--- config.mk ---
export PLATFORM = sky130hd
export DESIGN_NAME = ext_unit_pipe
export DESIGN_NICKNAME = d
export VERILOG_FILES = /design/src/rtl/ext_unit_pipe.sv
export SDC_FILE = /design/constraint.sdc
export NUM_CORES = 1
export LEC_CHECK = 0
export CORE_UTILIZATION = 45
export DETAILED_ROUTE_END_ITERATION = 6
export HOLD_SLACK_MARGIN = 0.03
export PLACE_DENSITY = 0.75
export SYNTH_ARGS = -nofsm -noshare
export SYNTH_HDL_FRONTEND = slang
export SYNTH_SLANG_ARGS = --single-unit
--- constraint.sdc ---
create_clock -name clk -period 2.75 [get_ports clk]
set_input_delay 0.55 -clock clk [delete_from_list [all_inputs] [get_ports clk]]
set_output_delay 0.55 -clock clk [all_outputs]
set_load 0.02 [all_outputs]
--- src/rtl/ext_unit_pipe.sv ---
// ext_unit_pipe: converts an IN_W-bit instruction field into an OUT_W-bit
// operand (zero-ext, sign-ext, upper placement, shift-amount) and queues the
// result in a 2-entry in-order buffer with valid/ready on both sides.
//
// Ports:
//   clk        rising-edge clock
//   rst        synchronous active-high reset
//   in_valid   upstream presents a field
//   in_ready   unit accepts this cycle (registered state and rst only)
//   in_data    raw IN_W-bit field
//   in_mode    00 zero-ext, 01 sign-ext, 10 upper, 11 shift amount
//   out_valid  buffer head holds a result
//   out_ready  downstream consumes the head this cycle
//   out_data   extended operand at the head, zero when empty
module ext_unit_pipe #(
  parameter int unsigned IN_W  = 16,
  parameter int unsigned OUT_W = 32,
  parameter int unsigned SA_W  = 5
) (
  input  logic             clk,
  input  logic             rst,
  input  logic             in_valid,
  output logic             in_ready,
  input  logic [IN_W-1:0]  in_data,
  input  logic [1:0]       in_mode,
  output logic             out_valid,
  input  logic             out_ready,
  output logic [OUT_W-1:0] out_data
);

  localparam int unsigned PAD_W    = OUT_W - IN_W;
  localparam int unsigned SA_PAD_W = OUT_W - SA_W;
  localparam int unsigned DEPTH    = 2;

  logic [OUT_W-1:0] mem [DEPTH];
  logic             wr_ptr;
  logic             rd_ptr;
  logic [1:0]       count;
  logic [OUT_W-1:0] ext_c;
  logic             push;
  logic             pop;

  // Extension is done before storage so the buffer holds final operands.
  always_comb begin
    ext_c = '0;
    case (in_mode)
      2'b00:   ext_c = {{PAD_W{1'b0}}, in_data};
      2'b01:   ext_c = {{PAD_W{in_data[IN_W-1]}}, in_data};
      2'b10:   ext_c = {in_data, {PAD_W{1'b0}}};
      default: ext_c = {{SA_PAD_W{1'b0}}, in_data[SA_W-1:0]};
    endcase
  end

  // Handshake flags depend only on stored state, never on out_ready.
  assign in_ready  = (count != 2'd2) && !rst;
  assign out_valid = (count != 2'd0);
  assign out_data  = out_valid ? mem[rd_ptr] : '0;
  assign push      = in_valid && in_ready;
  assign pop       = out_valid && out_ready;

  // Buffer storage, pointers and occupancy; reset discards all entries.
  always_ff @(posedge clk) begin
    if (rst) begin
      for (int i = 0; i < int'(DEPTH); i++) mem[i] <= '0;
      wr_ptr <= 1'b0;
      rd_ptr <= 1'b0;
      count  <= 2'd0;
    end else begin
      if (push) begin
        mem[wr_ptr] <= ext_c;
        wr_ptr      <= ~wr_ptr;
      end
      if (pop) rd_ptr <= ~rd_ptr;
      case ({push, pop})
        2'b10:   count <= count + 2'd1;
        2'b01:   count <= count - 2'd1;
        default: count <= count;
      endcase
    end
  end

endmodule

== After elaboration in Yosys (flattened, before gate mapping) ==
Memory sizes are Yosys's and may differ from the RTL's. A register that Yosys moved wholly into a read port is not among the register bits.
Cells that the tools add are included.

* Flip-flop bits (word level): 4
* Bits in writable memories: 64
* Input port bits: 22
* Output and inout bits: 34
* Memories kept: 1

* Add/subtract/negate cells: 2
* Equality and inequality tests: 5
* Multiplexer cells: 13
* Bitwise operators: 2
* Reductions and logical operators: 8

{| class="wikitable"
|+ Memory list
! memory !! words !! width !! read ports !! clocked after Yosys merged registers in !! write ports !! RTL line !! RTL
|-
| mem || 2 || 32 || 1 || 1 || 2 || 35 || <nowiki>logic [OUT_W-1:0] mem [DEPTH];</nowiki>
|}

{| class="wikitable"
|+ Operators by type and width
! kind !! count
|-
| $pmux 32 s3 || 1
|-
| $mux 32 || 2
|-
| $reduce_or 32->1 || 1
|-
| $mux 1 || 9
|-
| $eq 2x1->1 const B || 2
|-
| $eq 2x2->1 const B || 2
|-
| $pmux 2 s2 || 1
|-
| $reduce_bool 2->1 || 2
|-
| $logic_and 1x1->1 || 3
|-
| $add 2x1->2 const B || 1
|-
| $logic_not 2->1 || 1
|-
| $ne 2x2->1 const B || 1
|-
| $not 1->1 || 2
|-
| $sub 2x1->2 const B || 1
|-
| $logic_not 1->1 || 1
|}

== Logic depth before layout (Yosys ltp) ==
Gate-level depths: netlist (run 1).

* Depth after elaboration: 8
* Mapped depth: 7
* Mapped depth without buffers: 7

== Worst setup path before layout (run 1) ==
OpenSTA, ideal clock, no wires.

* Path kind: in2reg
* Start point: in rst
* End point: mem mem[1][0] (enable)
* Setup time: 0.394 ns
* Arrival: 2.042 ns
* Data required time: 2.356 ns
* Setup slack: 0.314 ns
* Stages on the path: 5
* Cells stage by stage: buf_6 nand2b_4 or3b_1 buf_6 nand2b_1

{| class="wikitable"
|+ RTL lines
! element !! RTL line !! RTL
|-
| from (decl) || 21 || <nowiki>input logic rst,</nowiki>
|-
| to (decl) || 35 ||
|}

== Final worst setup path (run 1) ==
* Start point: in rst
* End point: out in_ready

* Longest elaborated chain between the ends: 2

{| class="wikitable"
|+ RTL lines
! element !! RTL line !! RTL
|-
| $logic_not 1->1 || 55 || <nowiki>assign in_ready = (count != 2'd2) && !rst;</nowiki>
|-
| $logic_and 1x1->1 || 55 ||
|-
| to (decl) || 23 || <nowiki>output logic in_ready,</nowiki>
|}

Every way passes these cells.

==> results_dict.tcl, run 1 <==
set metrics [dict create \
    rsz0062_at_grt "no" \
    synth_cell_type_count 21 \
    powerDensity_nw_per_um2 761 \
    ys_ff_latch 69 \
    layout_commonest_cell "nor2_1" \
    die-area_um2 7510 \
    fp.dieH_um 86.7 \
    min-delay-start "wr_ptr" \
    seq_area_frac_synth 0.627 \
    criticalPathCategory "primary input to primary output" \
    cts_buffer_depth 2 \
    outcome "complete, no violations" \
    grt_pass1_vias 2028 \
    r2r_end "mem[1][19]" \
    cts_tree "done" \
    end_kind "primary output" \
    fin_skew_ns 0.00634 \
    min_period_ns 2.46 \
    worstHoldEndpoint "wr_ptr" \
    multi_input_area_um2 1060 \
    drt_iter0_drc 134 \
    p_leak_uw 0.00139 \
    final_util 0.584 \
    worstMarginPinSlew_ns 1.14 \
    grt_overflow 0 \
    viasPerCell 4.97 \
    fill_cells 590 \
    h-tree-depth 3 \
    reg2reg_depth 4 \
    avgSynthCellArea_um2 11.6 \
    num_rows 30 \
    drv_cap 0 \
    r2r_start "count[0]" \
    cp.required_ns 2.20 \
    design.core.area_um2 6870 \
    vias 2163 \
    gp_routability_congestion 0.832 \
    ir_drop_v 0.000451 \
    grt_max_degree 34 \
    finalCritPeriodShare 0.894 \
    numCtsBuffers 9 \
    ant_nets 0 \
    die_x_um 86.7 \
    final_cells 435 \
    routedWlPerCell_um 15.0 \
    fin_ws_ns 0.293 \
    place_inst 419 \
    arrival_ns 1.91 \
    clk_latency_ns 0.33 \
    seq_area_um2 2020 \
    firstDrtPassIters 4 \
    worst_slew_margin_rel 0.238 \
    hp-class "register to register" \
    final_cell_mix "nor2_1 (85), edfxtp_1 (64), clkdlybuf4s50_1 (55), mux2i_1 (32), a21oi_1 (17)" \
    startpoint_type "primary input" \
    clkTransAtPathRegs_ns 0.07 \
    synth_warnings 0 \
    finish.net_count 357 \
    finalHoldViolations 0 \
    rrSetupSlack_ns 1.03 \
    detailedPlace.worstSlack_ns 0.264 \
    initial_core_util 0.470 \
    wl_mm 6.52 \
    io_buffers 55 \
    layout-drive-gt1-share 0.121 \
    drc 0 \
    finalPower_uw 3050 \
    final_max_slew_viol_count 0 \
    postCtsSetupRepairBufs 0 \
    area_growth_pct 24.3 \
    clockRootBuffer "clkbuf_8" \
    timing.fmax_ghz 0.407 \
    cts_hold_buf 0 \
    grt_usage 0.184 \
    worst-path-max-fanout 9 \
    tns_ns 0 \
    io_pins 56 \
    grt_pass1_wl_mm 10.2 \
    hold_path_depth 2 \
    setup-violations-final 0 \
    synthesis.area_um2 3230 \
    cts-resized-gates 0 \
    syn_nets 301 \
    cts_num_sinks 69 \
    syn-instance-count 278 \
    grt_antenna_before_repair 0 \
    hpwl_mm 4.37 \
    insertedDiodeCount 0 \
]
synthesized netlist by cell type:
| library cell | count | area, µm² |
|---|---|---|
| and3b_1 | 1 | 8.76 |
| ha_1 | 1 | 12.5 |
| xnor2_1 | 1 | 8.76 |
| mux2i_1 | 32 | 320 |
| nand2b_1 | 14 | 87.6 |
| buf_6 | 8 | 90.1 |
| inv_1 | 2 | 7.51 |
| buf_2 | 4 | 20.0 |
| clkbuf_1 | 9 | 33.8 |
| a21oi_1 | 17 | 85.1 |
| o21ai_0 | 4 | 20.0 |
| xor2_1 | 2 | 17.5 |
| nand2b_4 | 1 | 13.8 |
| or3b_1 | 1 | 8.76 |
| or3_1 | 2 | 12.5 |
| nor2_2 | 15 | 93.8 |
| dfxtp_1 | 5 | 100 |
| nor2b_1 | 3 | 18.8 |
| nor2_1 | 86 | 323 |
| nand2_1 | 6 | 22.5 |
| edfxtp_1 | 64 | 1920 |
layer usage:
layer | share of wire | GRT usage
met4 | 0.0078 | 0.0939
met5 | 0 | 0
met3 | 0.066 | 0.0333
met2 | 0.50 | 0.296
met1 | 0.43 | 0.241
stage by stage:
| step | cell area, µm² | hold slack, ns |
|---|---|---|
| 3_5_place_dp | 3840 | 0.486 |
| 3_3_place_gp | 3840 | 0.468 |
| 6_report | 4010 | 0.491 |
| 4_1_cts | 4010 | 0.496 |
| 2_1_floorplan | 3230 | 0.454 |
| 5_1_grt | 4010 | 0.534 |
flip-flops by register name (all words and copies together) (netlist names), named ones only:
register,count
rd_ptr,1
count,2
mem,64
wr_ptr,1
how the worst max path moves through the flow:
stage	cells after the start	end	from
floorplan	5	mem[1][0]	rst
CTS	3	in_ready	rst
detailed placement	4	mem[1][31]	in_mode[0]
global route	3	in_ready	rst
finish	3	in_ready	rst
global placement	4	mem[1][31]	in_mode[0]
layout make-up:
class | count | area share
clock buffers | 14 | 0.0405
clock inverters | 2 | 0.00218
inverters | 2 | 0.00187
multi-input cells | 186 | 0.263
flip-flops and latches | 69 | 0.504
well taps | 96 | 0.0299
repair buffers | 66 | 0.158
critical path, cell delays in order:
cell,delay (ns)
clkdlybuf4s50_1,0.54
nor2_1,0.20
clkdlybuf4s50_1,0.62
cell families (layout without fill, tap and decap cells):
| family | count (synthesis) | count (layout) | share of synthesized area |
|---|---|---|---|
| xor gates and xnor gates | 3 | 3 | 0.00814 |
| buffers and inverters | 23 | 84 | 0.0469 |
| muxes | 32 | 32 | 0.0993 |
| AOI/OAI and AO/OA | 21 | 21 | 0.0326 |
| adders and majority gates | 1 | 1 | 0.00388 |
| and+or+nand+nor | 129 | 129 | 0.183 |
| DFF | 69 | 69 | 0.627 |
report_power, final:
group / internal (µW) / total [µW] / switching (µW)
Combinational: 450 / 1030 / 584
Sequential: 1260 / 1300 / 40.8
Clock: 374 / 722 / 348
Total: 2080 / 3050 / 973
No activity file was read; power rests on OpenSTA's default activity.
==> inputs of run 2 (changes only) <==
--- a/config.mk
+++ b/config.mk
@@ -12,3 +12,4 @@
 export SYNTH_ARGS = -nofsm -noshare
 export SYNTH_HDL_FRONTEND = slang
 export SYNTH_SLANG_ARGS = --single-unit
+export TNS_END_PERCENT = 10
==> results of run 2 <==
Final layout, timing and power as in run 1 (identical DEF).
==> inputs of run 3 (changes only) <==
--- a/config.mk
+++ b/config.mk
@@ -7,8 +7,9 @@
 export LEC_CHECK = 0
 export CORE_UTILIZATION = 45
 export DETAILED_ROUTE_END_ITERATION = 6
+export DONT_BUFFER_PORTS = 1
 export HOLD_SLACK_MARGIN = 0.03
-export PLACE_DENSITY = 0.75
+export PLACE_DENSITY = 0.65
 export SYNTH_ARGS = -nofsm -noshare
 export SYNTH_HDL_FRONTEND = slang
 export SYNTH_SLANG_ARGS = --single-unit
==> run 3 against run 2 <==
- maximum frequency up 9.0%
- largest cell class unchanged
- utilization shrank 7.5 points
- register-to-register slack worse by 0.20 ns
- critical endpoint is now out_data[26]
==> results_dict.tcl, run 3 (synthesis results as in run 1) <==
set metrics [dict create \
    largest_reg_flops 64 \
    cts_tree "done" \
    r2r_start "count[0]" \
    timing.fmax_ghz 0.444 \
    reg2reg_depth 6 \
    ant_nets 0 \
    outcome "complete, no violations" \
    reg_top3 "mem x64, count x2" \
    worstMarginPinSlew_ns 0.573 \
    grt_max_degree 34 \
    rsz0062_at_grt "no" \
    arrival_ns 1.70 \
    wl_mm 6.32 \
    firstDrtPassIters 4 \
    worst_slew_margin_rel 0.618 \
    multi_input_area_um2 1060 \
    crit_chain "buf_12 -> mux2i_1 -> nor2_1" \
    fin_skew_ns 0.00616 \
    num_rows 30 \
    final_util 0.509 \
    cts_hold_buf 0 \
    design_area_um2 3490 \
    vias 1940 \
    cpMaxStageDelayCell "dfxtp_2" \
    io_buffers 0 \
    hpwl_mm 4.07 \
    numCtsBuffers 9 \
    worstHoldEndpoint "wr_ptr" \
    postPlaceCellArea_um2 3280 \
    grt_overflow 0 \
    gp_routability_congestion 0.752 \
    grt_pass1_wl_mm 9.64 \
    cp_slowest_stage_delay_ns 0.67 \
    h-tree-depth 3 \
    grt_usage 0.178 \
    postCtsSetupRepairBufs 0 \
    layout_commonest_cell "nor2_1" \
    rrSetupSlack_ns 0.83 \
    io_pins 56 \
    r2r_end "count[1]" \
    critical_path.top_delay_family "flip-flops" \
    seq_area_um2 2020 \
    regMostFlops "mem" \
    cp_num_buf_inv 1 \
    finish.net_count 299 \
    criticalPathCategory "register to primary output" \
    ir_drop_v 0.000408 \
    clockRootBuffer "clkbuf_8" \
    grt_antenna_before_repair 0 \
    drc 0 \
    grt_pass1_vias 1866 \
    initial_core_util 0.470 \
    die-area_um2 7510 \
    cp.required_ns 2.20 \
    fill_cells 600 \
    powerDensity_nw_per_um2 848 \
    min_period_ns 2.25 \
    design.core.area_um2 6870 \
    layout-drive-gt1-share 0.146 \
    hp-class "primary input to register" \
    setup-violations-final 0 \
    end_kind "primary output" \
    finalHoldViolations 0 \
    p_leak_uw 0.00119 \
    tns_ns 0 \
    area_growth_pct 8.26 \
    hold_path_depth 1 \
    cts-resized-gates 0 \
    fp.dieH_um 86.7 \
    insertedDiodeCount 0 \
    final_cell_mix "nor2_1 (85), edfxtp_1 (64), mux2i_1 (32), a21oi_1 (17), nor2_2 (16)" \
    clk_latency_ns 0.34 \
    clkTransAtPathRegs_ns 0.07 \
    finalCritPeriodShare 0.820 \
    startpoint_type "register" \
    worst-path-max-fanout 17 \
    drv_cap 0 \
    final_max_slew_viol_count 0 \
    drt_iter0_drc 155 \
    die_x_um 86.7 \
    min-delay-start "rst" \
    viasPerCell 5.15 \
    routedWlPerCell_um 16.8 \
    cts_num_sinks 69 \
    cts_buffer_depth 2 \
]
run 3: cell count changes in the layout (fill, tap and decap cells not counted), moves of 2 or more:
cell             change
buf_4                -4
bufinv_16            +2
clkbuf_1             -3
clkbuf_8             -2
clkdlybuf4s50_1     -55
run 3: area by class of cell:
type,count,share of cell area
inverters,2,0.00215
clock inverters,7,0.0258
multi-input cells,186,0.302
flip-flops and latches,69,0.579
well taps,96,0.0344
repair buffers,8,0.0208
clock buffers,9,0.0355
run 3: power breakdown:
| part | total [µW] | switching (µW) | internal, µW |
|---|---|---|---|
| sequential | 1340 | 84.3 | 1260 |
| combinational | 733 | 495 | 238 |
| clock | 890 | 384 | 505 |
run 3: stage by stage:
stage          worst slack (ns)  cells  power [µW]  hold slack [ns]
4_1_cts                   0.467    377        2980            0.256
6_report                  0.496    377        2960            0.265
2_1_floorplan             0.314    278        1960            0.454
5_1_grt                   0.375    377        3100            0.251
3_3_place_gp              0.868    361        2090            0.460
3_5_place_dp              0.833    361        2110            0.466
run 3: worst max-delay path by stage:
stage / from / endpoint / slack (ns) / cells past startpoint
CTS: register / out_data[26] / 0.47 / 3
global placement: register / out_data[26] / 0.87 / 3
finish: register / out_data[26] / 0.50 / 3
detailed placement: register / out_data[11] / 0.83 / 3
global route: register / out_data[25] / 0.38 / 3
floorplan: rst / mem[1][0] / 0.31 / 5
run 3: layer usage:
metal / track usage / vias up / wire (µm) / part of all wire
met3: 0.0562 / 5 / 426 / 0.067
met4: 0.0909 / 0 / 59 / 0.0093
li1: - / 939 / - / -
met2: 0.271 / 60 / 2990 / 0.47
met5: 0 / - / 0 / 0
met1: 0.230 / 936 / 2840 / 0.45
